==> config.mk <==
export PLATFORM = sky130hd
export DESIGN_NAME = spi_reg_loader
export DESIGN_NICKNAME = d
export VERILOG_FILES = /design/src/rtl/spi_reg_loader.sv
export SDC_FILE = /design/constraint.sdc
export NUM_CORES = 1
export LEC_CHECK = 0
export CORE_UTILIZATION = 54
export CTS_CLUSTER_SIZE = 20
export DETAILED_ROUTE_END_ITERATION = 10
export PLACE_DENSITY_LB_ADDON = 0.15
export RECOVER_POWER = 50
export SETUP_SLACK_MARGIN = 0.05
export SLEW_MARGIN = 20
export SYNTH_ARGS = -nofsm -noshare
export SYNTH_HDL_FRONTEND = slang
export SYNTH_SLANG_ARGS = --single-unit
==> constraint.sdc <==
create_clock -name clk -period 2.7 [get_ports clk]
set_clock_uncertainty 0.15 [all_clocks]
set_input_delay 0.54 -clock clk [delete_from_list [all_inputs] [get_ports clk]]
set_output_delay 0.54 -clock clk [all_outputs]
set_load 0.05 [all_outputs]
==> src/rtl/spi_reg_loader.sv <==
// SPI mode-0 slave that turns 8+DATA_W bit host frames into register-bank write strobes and read-backs.
// Optional build macro SPI_LOADER_BURST_EN: write frames may continue with auto-incrementing addresses.
module spi_reg_loader #(
  parameter int ADDR_W      = 3,
  parameter int DATA_W      = 8,
  parameter int SYNC_STAGES = 2
) (
  input  logic              clk,
  input  logic              reset_n,
  input  logic              sclk,
  input  logic              cs_n,
  input  logic              mosi,
  output logic              miso,
  input  logic [DATA_W-1:0] rd_data,
  output logic [ADDR_W-1:0] rd_addr,
  output logic              load,
  output logic [ADDR_W-1:0] address,
  output logic [DATA_W-1:0] data_out,
  output logic              busy,
  output logic              frame_err
);

  // state     | meaning
  // WAIT_IDLE | after reset; waits for cs_n high so a half-seen frame is dropped
  // IDLE      | no frame; bit counter and shift register held clear
  // SHIFT     | frame in progress; bits shifted in on sclk rising edges
  // COMMIT    | one cycle: issue load or frame_err from the final bit count
  localparam logic [1:0] WAIT_IDLE = 2'd0;
  localparam logic [1:0] IDLE      = 2'd1;
  localparam logic [1:0] SHIFT     = 2'd2;
  localparam logic [1:0] COMMIT    = 2'd3;

  localparam int         FRAME_W   = 8 + DATA_W;
  localparam logic [4:0] FRAME_CNT = 5'(FRAME_W);
  localparam logic [4:0] LAST_CNT  = 5'(FRAME_W - 1);
  localparam logic [4:0] HDR_CNT   = 5'd8;
  localparam logic [4:0] HDR_LAST  = 5'd7;
  localparam logic [4:0] CNT_MAX   = 5'd31;

  logic [SYNC_STAGES-1:0] sclk_sync, cs_sync, mosi_sync;
  logic                   sclk_s, cs_s, mosi_s, sclk_d;
  logic                   sclk_rise, sclk_fall, shift_en;
  logic [1:0]             state, state_nxt;
  logic [4:0]             cnt;
  logic [FRAME_W-1:0]     shreg;
  logic [DATA_W-1:0]      tx;
  logic                   is_read, cap_pend;
`ifdef SPI_LOADER_BURST_EN
  localparam int              BW       = (DATA_W > 1) ? $clog2(DATA_W) : 1;
  localparam logic [ADDR_W-1:0] ADDR_ONE = 1;
  logic          shifted;
  logic [BW-1:0] burst_cnt;
`endif

  // cs_n synchroniser resets low so WAIT_IDLE only leaves on a real high level
  always_ff @(posedge clk or negedge reset_n) begin
    if (!reset_n) begin
      sclk_sync <= '0;
      cs_sync   <= '0;
      mosi_sync <= '0;
      sclk_d    <= 1'b0;
    end else begin
      sclk_sync <= {sclk_sync[SYNC_STAGES-2:0], sclk};
      cs_sync   <= {cs_sync[SYNC_STAGES-2:0], cs_n};
      mosi_sync <= {mosi_sync[SYNC_STAGES-2:0], mosi};
      sclk_d    <= sclk_s;
    end
  end

  assign sclk_s    = sclk_sync[SYNC_STAGES-1];
  assign cs_s      = cs_sync[SYNC_STAGES-1];
  assign mosi_s    = mosi_sync[SYNC_STAGES-1];
  assign sclk_rise = sclk_s & ~sclk_d;
  assign sclk_fall = ~sclk_s & sclk_d;
  // an sclk edge coinciding with cs_n release is discarded
  assign shift_en  = (state == SHIFT) && sclk_rise && !cs_s;
  assign busy      = (state == SHIFT);

  always_comb begin
    state_nxt = state;
    case (state)
      WAIT_IDLE: if (cs_s)  state_nxt = IDLE;
      IDLE:      if (!cs_s) state_nxt = SHIFT;
      SHIFT:     if (cs_s)  state_nxt = COMMIT;
      COMMIT:               state_nxt = IDLE;
      default:              state_nxt = WAIT_IDLE;
    endcase
  end

  always_ff @(posedge clk or negedge reset_n) begin
    if (!reset_n) state <= WAIT_IDLE;
    else          state <= state_nxt;
  end

  always_ff @(posedge clk or negedge reset_n) begin
    if (!reset_n) begin
      cnt       <= '0;
      shreg     <= '0;
      tx        <= '0;
      is_read   <= 1'b0;
      cap_pend  <= 1'b0;
      miso      <= 1'b0;
      rd_addr   <= '0;
      load      <= 1'b0;
      address   <= '0;
      data_out  <= '0;
      frame_err <= 1'b0;
`ifdef SPI_LOADER_BURST_EN
      shifted   <= 1'b0;
      burst_cnt <= '0;
`endif
    end else begin
      load      <= 1'b0;
      frame_err <= 1'b0;
      cap_pend  <= 1'b0;
`ifdef SPI_LOADER_BURST_EN
      shifted   <= shift_en;
`endif
      case (state)
        IDLE: begin
          cnt     <= '0;
          shreg   <= '0;
          is_read <= 1'b0;
          miso    <= 1'b0;
`ifdef SPI_LOADER_BURST_EN
          burst_cnt <= '0;
`endif
        end
        SHIFT: begin
          if (shift_en) begin
            shreg <= {shreg[FRAME_W-2:0], mosi_s};
            cnt   <= (cnt == CNT_MAX) ? cnt : cnt + 5'd1;
            // header completes on this edge: latch the read address for the bank
            if (cnt == HDR_LAST && shreg[6]) begin
              is_read  <= 1'b1;
              rd_addr  <= ADDR_W'({shreg[6:0], mosi_s});
              cap_pend <= 1'b1;
            end
          end
          if (sclk_fall) begin
            if (is_read && cnt >= HDR_CNT && cnt <= LAST_CNT) begin
              miso <= tx[DATA_W-1];
              tx   <= {tx[DATA_W-2:0], 1'b0};
            end else begin
              miso <= 1'b0;
            end
          end
`ifdef SPI_LOADER_BURST_EN
          if (shifted && !is_read) begin
            if (cnt == FRAME_CNT) begin
              load      <= 1'b1;
              address   <= shreg[DATA_W+ADDR_W-1:DATA_W];
              data_out  <= shreg[DATA_W-1:0];
              burst_cnt <= '0;
            end else if (cnt > FRAME_CNT) begin
              if (burst_cnt == BW'(DATA_W - 1)) begin
                load      <= 1'b1;
                address   <= address + ADDR_ONE;
                data_out  <= shreg[DATA_W-1:0];
                burst_cnt <= '0;
              end else begin
                burst_cnt <= burst_cnt + BW'(1);
              end
            end
          end
`endif
        end
        COMMIT: begin
          miso <= 1'b0;
`ifdef SPI_LOADER_BURST_EN
          // writes were already committed while shifting; only a partial tail is an error
          if (!is_read && cnt >= FRAME_CNT) begin
            if (burst_cnt != '0) frame_err <= 1'b1;
          end else if (!(is_read && cnt == FRAME_CNT)) begin
            frame_err <= 1'b1;
          end
`else
          if (cnt == FRAME_CNT) begin
            if (!is_read) begin
              load     <= 1'b1;
              address  <= shreg[DATA_W+ADDR_W-1:DATA_W];
              data_out <= shreg[DATA_W-1:0];
            end
          end else begin
            frame_err <= 1'b1;
          end
`endif
        end
        default: miso <= 1'b0;
      endcase
      if (cap_pend) tx <= rd_data;
    end
  end

endmodule

Word level (Yosys, flattened, before mapping):

Cells that the tools add are included.

* register bits after elaboration: 52
* input port bits: 13
* output and inout bits: 18
* word-level logic and storage cells: 82

* $add $sub $neg: 1
* magnitude comparators: 2
* equality and inequality tests: 13
* multiplexer cells: 27
* bitwise operators: 5
* reduce and logical (&&, ||, !) cells: 18

Operator list (count)
* 2-to-1 mux 8 bit: 4
* case mux 11 bit (2 select lines): 1
* AND reduction 3 bit: 6
* 2-to-1 mux 1 bit: 13
* 2-to-1 mux 11 bit: 1
* equality test 5 bit, second input constant: 2
* 2-to-1 mux 5 bit: 2
* case mux 5 bit (2 select lines): 1
* inequality test 2 x 1 -> 1 bit, second input constant: 4
* case mux 2 bit (4 select lines): 1
* nonzero test 2 bit: 4
* 2-to-1 mux 2 bit: 3
* inequality test 2 bit, second input constant: 3
* adder 5 x 1 -> 5 bit, second input constant: 1
* equality test 5 x 3 -> 1 bit, second input constant: 1
* greater-or-equal comparator 5 x 4 -> 1 bit, second input constant: 1
* less-or-equal comparator 5 x 4 -> 1 bit, second input constant: 1
* logical AND 1 bit: 5
* equality test 2 bit, second input constant: 2
* NOT 1 bit: 3
* bitwise AND 1 bit: 2
* equality test 2 x 1 -> 1 bit, second input constant: 1
* zero test 2 bit: 1
* case mux 1 bit (2 select lines): 1
* 2 further kinds: 2

Longest topological paths before layout:

Gate-level depths: netlist (run 1).

* word-level depth: 7
* mapped depth: 7
* mapped depth without buffers: 6

Worst setup path before layout (run 1):

No wires, ideal clock.

* path kind: register -> register
* start: register state[0]
* end: register tx[1]
* library setup time: 0.126 ns
* arrival: 1.911 ns
* data required time: 2.424 ns
* setup slack: 0.513 ns
* cell stages (with the launch flop): 8
* path buffers: 2
* clock period less this slack: 2.187 ns
* path through: dfrtp_1 -> inv_1 -> ha_1 -> buf_4 -> and4b_1 -> buf_2 -> nand3_1 -> a221o_1

* word-level cells in the longest chain between the ends: 3

RTL lines
* start, declared: line 43 `logic [1:0] state, state_nxt;`
* start signal, assigned: line 92 `else state <= state_nxt;`
* equality test 2 bit
* named net busy: line 19 `output logic busy,`
* nonzero test 2 bit (no source line)
* AND reduction 3 bit (no source line)
* end signal, assigned: line 143 `tx <= {tx[DATA_W-2:0], 1'b0};`
* end signal, assigned: line 191 `if (cap_pend) tx <= rd_data;`
* end, declared: line 46 `logic [DATA_W-1:0] tx;`

The timed path passes the listed nets, and every way through them passes these cells.
A chain may end at the register's enable or synchronous reset.

Worst setup path in the final report (run 1):

* start: register cnt[0]
* end: register tx[5]

* word-level cells in the longest chain between the ends: 5
* elaborated cells on any way between the ends: 6
* classes of those cells: order compare: 2; reduce/logical: 4

RTL lines
* start, declared: line 44 `logic [4:0] cnt;`
* start signal, assigned: line 132 `cnt <= (cnt == CNT_MAX) ? cnt : cnt + 5'd1;`
* greater-or-equal comparator 5 x 4 -> 1 bit: line 141 `if (is_read && cnt >= HDR_CNT && cnt <= LAST_CNT) begin`
* logical AND 1 bit: line 141
* logical AND 1 bit (*): line 141
* nonzero test 2 bit (no source line) (*)
* AND reduction 3 bit (no source line) (*)

Mark *: on every way between the ends. The rest lies on a longest branch, timed or not.

==> results.md, run 1 <==
* Final core utilization at 0.6778
* Total power divided by cell area at around 640 mW/mm2
* Slew Viols, Final at 0
* Core footprint at 0.004058 mm2
* Clk slew on worst S/H paths at roughly 90 ps
* Netlist Area Pre-Place at 0.002308 mm2
* Setup TNS at 0 ps
* Resize count post-CTS at 0
* Total GRT Usage at 0.2181
* Die footprint at 0.004540 mm2
* Hold WC Path Type: reg -> reg
* TritonCTS clock tree: done
* Setup crit end kind: flop
* Postcts setup bufs at 0
* Fin. Hold Viols at 0
* Hpwl dp at 3028 um
* Tightest Pin Transition at 1291 ps
* First-pass GRT wire length at 7169 um
* Worst-case clock buffer depth at 2
* H-Tree Depth at 2
* Gpl congestion at 0.8616
* Detail Route Antenna Nets at 0
* Yosys cell types at 41
* FP Rows at 23
* Post-DR vias/cell at 5.691
* DR vias at 1491
* Drt total wl at roughly 4200 um
* Hold Slack at 210.3 ps
* Number of synthesized flops with an enable pin at 0
* Worst skew pair latency at roughly 310 ps
* Area growth syn-to-layout at 19.13%
* Fmax at ~440 MHz
* Final Setup Violations at 0
* # DRC at 0
* Mapped Cells at 178
* DRT iter0 DRCs at 105
* Antenna violations before repair at 0
* CP Class: reg -> reg
* Sequential fraction of the synthesis area at 0.5637
* # Max-Cap Violations at 0
* Number of synthesized register bits at 52
* Worst relative slew slack at 0.1392
* Data arrival, critical path at 2270 ps
* WL per Instance at 16.07 um
* Pin count of the biggest net entering global routing at 28
* Initial Utilization at 0.5689
* Worst vdd ir at approximately 0.54 mV
* Syn_nets at just under 200
* CTS buffer count at 5
* I/O pins at 31
* Diodes inserted at 0
* Startpoint type of the worst setup path: flop
* Synth Flop Type: dfrtp_1
* RSZ-0062 raised after global routing: false
* TritonRoute pass-1 iters at 4
* # hold bufs at CTS at 0
* Outcome: finished clean
* Avg Cell Area, Syn at 12.97 um2
* Die height at 67.38 um
* Ys Warns at 0
* Nets at 232
* Vias in the first global route at 1445
* Layout cells sized above 1 at 0.1415
* Gr ovfl total at 0
* Crit-path max FO at 6
* Clock sinks at between 50 and 60
* Required time worst endpoint at between 2000 and 3000 ps
* Die width at 67.38 um
* Period utilization at 0.8355
* Crit path time final at 2256 ps
* Ys async rst share at 1.000
* Root buffer cell: clkbuf_8
* Port bufs at 30
* Static Leak at 1.298 nW
per-stage QoR:
stage	area, um2	cells	setup WS [ps]	total power, W
2_1_floorplan	2308	178	512.6	0.001122
3_3_place_gp	2655	254	627.8	0.001231
3_5_place_dp	2655	254	497.8	0.001254
4_1_cts	2766	262	439.5	0.001791
5_1_grt	2750	262	261.9	0.001873
6_report	2750	262	444.1	0.001772
cell usage in the layout, fill, tap and decap left out, types with 2 or more instances in the layout:
master / count
dfrtp_1: 52
clkdlybuf4s50_1: 25
a22o_1: 12
inv_1: 10
mux2_4: 9
nor2b_1: 8
mux2_2: 8
ha_1: 8
nand2_1: 7
nand2b_1: 6
nand3_1: 5
clkbuf_8: 5
nor2_1: 4
o21ai_0: 4
a221o_1: 4
mux2i_1: 3
nand4_1: 3
dlygate4sd3_1: 3
nor3b_1: 2
nor3_1: 2
a21oi_1: 2
and4b_1: 2
nand4b_1: 2
nor4_1: 2
o211ai_1: 2
clkbuf_1: 2
buf_4: 2
cells in the mapped netlist (all sizes together), types with 3 or more instances:
master   n  share of area
a22o    12          0.046
a221o    4          0.017
nand2    7          0.011
nand3    6          0.015
nor2b    8          0.022
nor2     4         0.0065
buf      4          0.012
o21ai    4         0.0087
mux2i    3          0.013
nand4    4          0.014
ha       8          0.043
nand2b   6          0.016
inv     10          0.016
mux2    17          0.098
dfrtp   52           0.56
final cells by class:
class | instances | area [um2]
clock buffer | 6 | 72.57
clock inverter | 2 | 38.79
timing repair buffer | 32 | 304.0
tap | 50 | 62.56
fill | 303 | 1308
sequential | 52 | 1301
inverter | 10 | 37.54
multi-input combinational | 110 | 933.4
critical path, stage by stage (launching register included):
cell and delay, ps:
dfrtp_1 440, ha_1 240, and3_1 200, ha_1 200
and4b_1 250, nor3_1 460, o311ai_0 180
kinds of logic after synthesis:
group,share of synthesized area
buffers and inverters,0.03198
adders and majority gates,0.04336
AOI/OAI and AO/OA,0.1030
DFF,0.5637
and+or+nand+nor,0.1474
muxes,0.1106
power by group:
group	leakage (nW)	internal, W	total (W)	switching, W
combinational	0.555	0.000147	0.000404	0.000257
sequential	0.687	0.000807	0.000831	0.0000237
clock	0.0558	0.000280	0.000537	0.000257
total	1.30	0.00123	0.00177	0.000538
metal layers:
metal,vias up,wire length (um),GRT usage
li1,712,-,-
met1,741,1995,0.2971
met2,32,1998,0.3325
met3,6,147,0.05068
met4,0,70,0.09309
met5,-,0,0
sequential cells by signal, summed over array words and instances, names as in the netlist:
register and flops:
sclk_sync 2, state 2, mosi_sync 2, cap_pend 1
shreg 11, sclk_d 1, load 1, tx 8
cnt 5, miso 1, is_read 1, address 3
rd_addr 3, data_out 8, cs_sync 2, frame_err 1
final timing paths:
kind                                   startpoint                endpoint  slack (ps)  cells after the start
min                        sclk_sync[0]$_DFF_PN0_  sclk_sync[1]$_DFF_PN0_         210                      0
max in group asynchronous                 reset_n        miso$_DFFE_PN0P_         750                      2
min in group asynchronous                 reset_n       tx[4]$_DFFE_PN0P_         340                      1
max                            cnt[0]$_DFFE_PN0P_       tx[5]$_DFFE_PN0P_         440                      6
max reg2reg                    cnt[0]$_DFFE_PN0P_       tx[5]$_DFFE_PN0P_         440                      6
min reg2reg                sclk_sync[0]$_DFF_PN0_  sclk_sync[1]$_DFF_PN0_         210                      0
Note: power is estimated with default switching activity, not from simulation.
==> run 2, diff against run 1 <==
==> constraint.sdc (replaced) <==
create_clock -name clk -period 2.3 [get_ports clk]
set_clock_uncertainty 0.15 [all_clocks]
set_input_delay 0.46 -clock clk [delete_from_list [all_inputs] [get_ports clk]]
set_output_delay 0.46 -clock clk [all_outputs]
set_load 0.05 [all_outputs]
==> run 2 against run 1 <==
Via count increased by 2.5%. Total power increased by 19%. Setup slack got worse by 270 ps. First-iteration DRC count decreased by 5.7%. Critical path type unchanged. Largest cell class unchanged. Largest power group unchanged.
==> results.md, run 2 (synthesis results as in run 1) <==
* Outcome: finished clean
* Port bufs at 30
* Final Setup Violations at 0
* Crit path from: cnt[0]$_DFFE_PN0P_
* Pin count of the biggest net entering global routing at 53
* Detail Route Antenna Nets at 0
* RSZ-0062 raised after global routing: false
* Most frequent cells in the layout: dfrtp_1 (52), clkdlybuf4s50_1 (25), a22o_1 (12)
* Fin. Hold Viols at 0
* Total GRT Usage at 0.1965
* Flop-to-flop setup slack at between 150 and 200 ps
* Die width at ~67 um
* Hold WC Path Type: reg -> reg
* Period utilization at 0.9244
* Initial Utilization at 0.5689
* Tightest Pin Transition at roughly 1100 ps
* Startpoint type of the worst setup path: flop
* Total power divided by cell area at 758.2 mW/mm2
* Reg2reg end: tx[1]$_DFFE_PN0P_
* I/O pins at 31
* # DRC at 0
* Clk slew on worst S/H paths at 90 ps
* WL per Instance at 15.70 um
* Core footprint at 0.004058 mm2
* Data arrival, critical path at 2170 ps
* Crit path to: tx[1]$_DFFE_PN0P_
* Static Leak at 1.302 nW
* Regs by FF count: shreg (11), data_out (8), tx (8)
* Worst-case clock buffer depth at 2
* Vias in the first global route at between 1000 and 1500
* R2R depth at 6
* Setup TNS at 0 ps
* Crit path time final at between 2000 and 2500 ps
* # fillers at 286
* P_sw at 0.0006404 W
* Clk pwr share at 0.299
* Crit-path max FO at 6
* First-pass GRT wire length at 6555 um
* Commonest non-fill, non-tap cell in the layout: dfrtp_1
* FP Rows at 23
* Nets at 234
* Diodes inserted at 0
* Worst vdd ir at 0.6850 mV
* # Max-Cap Violations at 0
* Postcts setup bufs at 0
* DRT iter0 DRCs at 99
* Gr ovfl total at 0
* Worst skew pair latency at 300 ps
* TritonCTS clock tree: done
* Hpwl dp at 2923 um
* Required time worst endpoint at 2340 ps
* Drt total wl at 4145 um
* Post-DR vias/cell at roughly 5.8
* Fmax at about 470 MHz
* Layout cells sized above 1 at 0.1542
* Die footprint at between 0.004 and 0.005 mm2
* Max FFs per register at 11
* Antenna violations before repair at 0
* Area growth syn-to-layout at 20.60%
* CTS buffer count at 5
* H-Tree Depth at 2
* Internal power at 0.001470 W
* Slew Viols, Final at 0
* DR vias at 1529
* Worst relative slew slack at 0.2597
* Multi-input logic area at roughly 930 um2
* TritonRoute pass-1 iters at 4
* Switching Share at 0.3034
* Reg area at 0.001301 mm2
* Reg-to-reg startpoint: cnt[0]$_DFFE_PN0P_
* CP Class: reg -> reg
* Root buffer cell: clkbuf_8
* Clock sinks at 52
* Setup crit end kind: flop
* Gpl congestion at roughly 0.88
* Share of power burned in registers at 0.462
* Power share of the combinational group at 0.240
* Final core utilization at 0.6861
* Top reg by flops: shreg
* Die height at 67.38 um
==> run 2: through the flow <==
stage	setup WS [ps]	cell area, um2	instances	power, W	hold slack (ps)
2_1_floorplan	112.6	2308	178	0.001317	14.41
4_1_cts	142.8	2800	264	0.002140	208.7
3_3_place_gp	250.5	2675	255	0.001473	185.3
5_1_grt	90.49	2784	264	0.002202	220.4
6_report	174.0	2784	264	0.002111	205.4
3_5_place_dp	161.1	2675	255	0.001505	187.1
==> run 2: power groups by stage <==
stage               logic [W]  clock network, W  registers, W
floorplan            0.000301                 0       0.00102
detailed placement   0.000514                 0      0.000992
global route         0.000550          0.000675      0.000978
global placement     0.000483                 0      0.000990
CTS                  0.000518          0.000648      0.000975
finish               0.000506          0.000631      0.000974
==> run 2: per-layer routing <==
metal,up-vias,share of wire,global-route usage
met2,60,0.49,0.3325
li1,719,-,-
met1,745,0.45,0.2451
met3,5,0.049,0.04730
met4,0,0.0097,0.06649
met5,-,0,0
==> run 2: final cells by class <==
| cell class | count | share of cell area |
|---|---|---|
| Clock buffer | 5 | 0.02472 |
| Multi-Input combinational cell | 110 | 0.3348 |
| Timing Repair Buffer | 34 | 0.1204 |
| Clock inverter | 3 | 0.01663 |
| Inverter | 10 | 0.01348 |
| Sequential cell | 52 | 0.4674 |
| Tap cell | 50 | 0.02247 |
==> run 2: worst min path at each step <==
| stage | start | endpoint | slack [ps] | cells after the start |
|---|---|---|---|---|
| floorplan | reset_n | address[0]$_DFFE_PN0P_ | 10 | 0 |
| global placement | mosi_sync[0]$_DFF_PN0_ | mosi_sync[1]$_DFF_PN0_ | 190 | 0 |
| detailed placement | cs_sync[0]$_DFF_PN0_ | cs_sync[1]$_DFF_PN0_ | 190 | 0 |
| CTS | cs_sync[0]$_DFF_PN0_ | cs_sync[1]$_DFF_PN0_ | 210 | 0 |
| global route | cs_sync[0]$_DFF_PN0_ | cs_sync[1]$_DFF_PN0_ | 220 | 0 |
| finish | cs_sync[0]$_DFF_PN0_ | cs_sync[1]$_DFF_PN0_ | 210 | 0 |
==> run 2: timing repair <==
item	in CTS	in global routing
endpoints found under the hold margin	40	0
resized for setup	0	1
hold buffers	1	0
endpoints found under the setup margin	0	3
==> run 2: critical path, cell delays in order (launching register included) <==
cell      delay, ps
dfrtp_1         440
ha_1            250
and3_1          170
ha_1            210
nand4b_1        310
and4_1          240
a221o_1         250
==> run 3, diff against run 2 <==
--- a/config.mk
+++ b/config.mk
@@ -10,7 +10,6 @@
 export DETAILED_ROUTE_END_ITERATION = 10
 export PLACE_DENSITY_LB_ADDON = 0.15
 export RECOVER_POWER = 50
-export SETUP_SLACK_MARGIN = 0.05
 export SLEW_MARGIN = 20
 export SYNTH_ARGS = -nofsm -noshare
 export SYNTH_HDL_FRONTEND = slang
==> run 3 against run 2 <==
Worst hold slack barely moved. Core utilization barely moved. Flip-flop and latch count did not move. Global-route usage did not move. Routed wire length fell by 0.70%. Cell count did not move. Critical path depth did not move. Register-to-register slack got worse by 20 ps. Sequential power barely moved. Critical path type unchanged.
==> results.md, run 3 (synthesis results as in run 1) <==
* Outcome: finished clean
* Crit-path max FO at 6
* Internal power at 0.001470 W
* Buf/Inv on CP at 0
* Switching Share at 0.3030
* Worst vdd ir at 0.6851 mV
* Setup crit end kind: flop
* # Max-Cap Violations at 0
* Final Setup Violations at 0
* Most frequent CP cell: ha_1
* Period utilization at 0.9314
* Postcts setup bufs at 0
* Regs by FF count: shreg (11), data_out (8), tx (8)
* Post-DR vias/cell at 5.735
* Detail Route Antenna Nets at 0
* Clk slew on worst S/H paths at 90 ps
* Initial Utilization at 0.5689
* Reg-to-reg startpoint: cnt[0]$_DFFE_PN0P_
* # hold bufs at CTS at 1
* Gpl congestion at 0.8802
* Post-Place Worst Slack at 161.1 ps
* Layout cells sized above 1 at 0.1542
* Resize count post-CTS at 0
* Antenna violations before repair at 0
* Hpwl dp at 2923 um
* Share of power burned in registers at 0.462
* Diodes inserted at 0
* Die width at 67.38 um
* Die footprint at 0.004540 mm2
* Hold EP: cs_sync[1]$_DFF_PN0_
* I/O pins at 31
* WL per Instance at 15.59 um
* Tightest Pin Transition at around 1200 ps
* Core footprint at 0.004058 mm2
* Area growth syn-to-layout at 20.65%
* Worst skew pair latency at 300 ps
* Worst relative slew slack at 0.1775
* RSZ-0062 raised after global routing: false
* Static Leak at 1.312 nW
* Fin. Hold Viols at 0
* Reg2reg end: tx[5]$_DFFE_PN0P_
* First-pass GRT wire length at 6555 um
* H-Tree Depth at 2
* Crit path time final at 2142 ps
* Fmax at about 470 MHz
* Commonest non-fill, non-tap cell in the layout: dfrtp_1
* Port bufs at 30
* Critical path depth in cells at 6
* Most frequent cells in the layout: dfrtp_1 (52), clkdlybuf4s50_1 (25), a22o_1 (12)
* DRT iter0 DRCs at around 100
* Flop-to-flop setup slack at 160 ps
* Total power divided by cell area at between 700 and 800 mW/mm2
* R2R depth at 6
* Vias in the first global route at around 1500
* Cell family with most CP delay: simple AND/OR/NAND/NOR gates
* Delay of the slowest critical-path stage at 430 ps
* Total GRT Usage at 0.1965
* Post-route cell area at ~0.0028 mm2
* Nets at 234
* Setup TNS at 0 ps
* TritonRoute pass-1 iters at 4
* Total Power at 0.002110 W
* Top reg by flops: shreg
* Placed cell areas at 0.002675 mm2
* Power share of the combinational group at 0.240
* Final core utilization at 0.6864
* Pin count of the biggest net entering global routing at 53
* Gr ovfl total at 0
* Worst-case clock buffer depth at 2
* P_sw at 0.0006394 W
* Cell Chain, Critical Path: ha_1 -> and3_1 -> ha_1 -> and4b_1 -> nor3_1 -> o311ai_0
* FP Rows at 23
* Clk pwr share at 0.298
* CTS buffer count at 5
* Required time worst endpoint at 2310 ps
* Highest-delay cell along the critical path: dfrtp_1
* Die height at 67.38 um
* Min-delay src: cs_sync[0]$_DFF_PN0_
* Hold WC Path Type: reg -> reg
* CP Class: reg -> reg
* Startpoint type of the worst setup path: flop
* Drt total wl at 4116 um
* TritonCTS clock tree: done
* Root buffer cell: clkbuf_8
* Clock sinks at 52
* Slew Viols, Final at 0
* Final worst slack at ~160 ps
* Max FFs per register at 11
* DR vias at 1514
* Min-Delay Path Depth at 0
* # DRC at 0
* Data arrival, critical path at between 2000 and 2500 ps
[run 3: layout make-up]
type	instances	area (um2)
timing repair buffer	34	335.3
inverter	10	37.54
clock inverter	3	46.29
clock buffer	5	68.82
sequential	52	1301
tap	50	62.56
fill	287	1272
multi-input combinational	110	933.4
[run 3: worst max path at each step]
| stage | start | to | slack, ps |
|---|---|---|---|
| global route | cnt[0]$_DFFE_PN0P_ | tx[5]$_DFFE_PN0P_ | 4 |
| CTS | cnt[0]$_DFFE_PN0P_ | tx[5]$_DFFE_PN0P_ | 140 |
| finish | cnt[0]$_DFFE_PN0P_ | tx[5]$_DFFE_PN0P_ | 160 |
| global placement | cnt[0]$_DFFE_PN0P_ | tx[1]$_DFFE_PN0P_ | 250 |
| detailed placement | cnt[0]$_DFFE_PN0P_ | tx[5]$_DFFE_PN0P_ | 160 |
| floorplan | state[0]$_DFFE_PN0P_ | tx[1]$_DFFE_PN0P_ | 110 |
[run 3: worst register-to-register path: cells and delay by family, from the launching register on]
family,cells,cell delay [ps]
fa+ha+maj,2,430
simple gates,3,840
compound gates,1,160
flops,1,430
[run 3: power by group through the flow]
stage          clock network (W)  registers, W  logic [W]
6_report                0.000629      0.000974   0.000506
5_1_grt                 0.000675      0.000978   0.000550
4_1_cts                 0.000648      0.000975   0.000518
3_5_place_dp                   0      0.000992   0.000514
3_3_place_gp                   0      0.000990   0.000483
2_1_floorplan                  0       0.00102   0.000301
[run 3: metrics by stage]
step	hold WS (ps)	std cells
3_5_place_dp	187.1	255
2_1_floorplan	14.41	178
4_1_cts	208.7	264
6_report	205.4	264
5_1_grt	220.4	264
3_3_place_gp	185.3	255
[run 3: per-layer routing]
metal,track usage,wire length [um],part of all wire
met5,0,0,0
met4,0.06649,40,0.0097
met3,0.04730,158,0.038
met2,0.3325,2049,0.50
met1,0.2451,1868,0.45
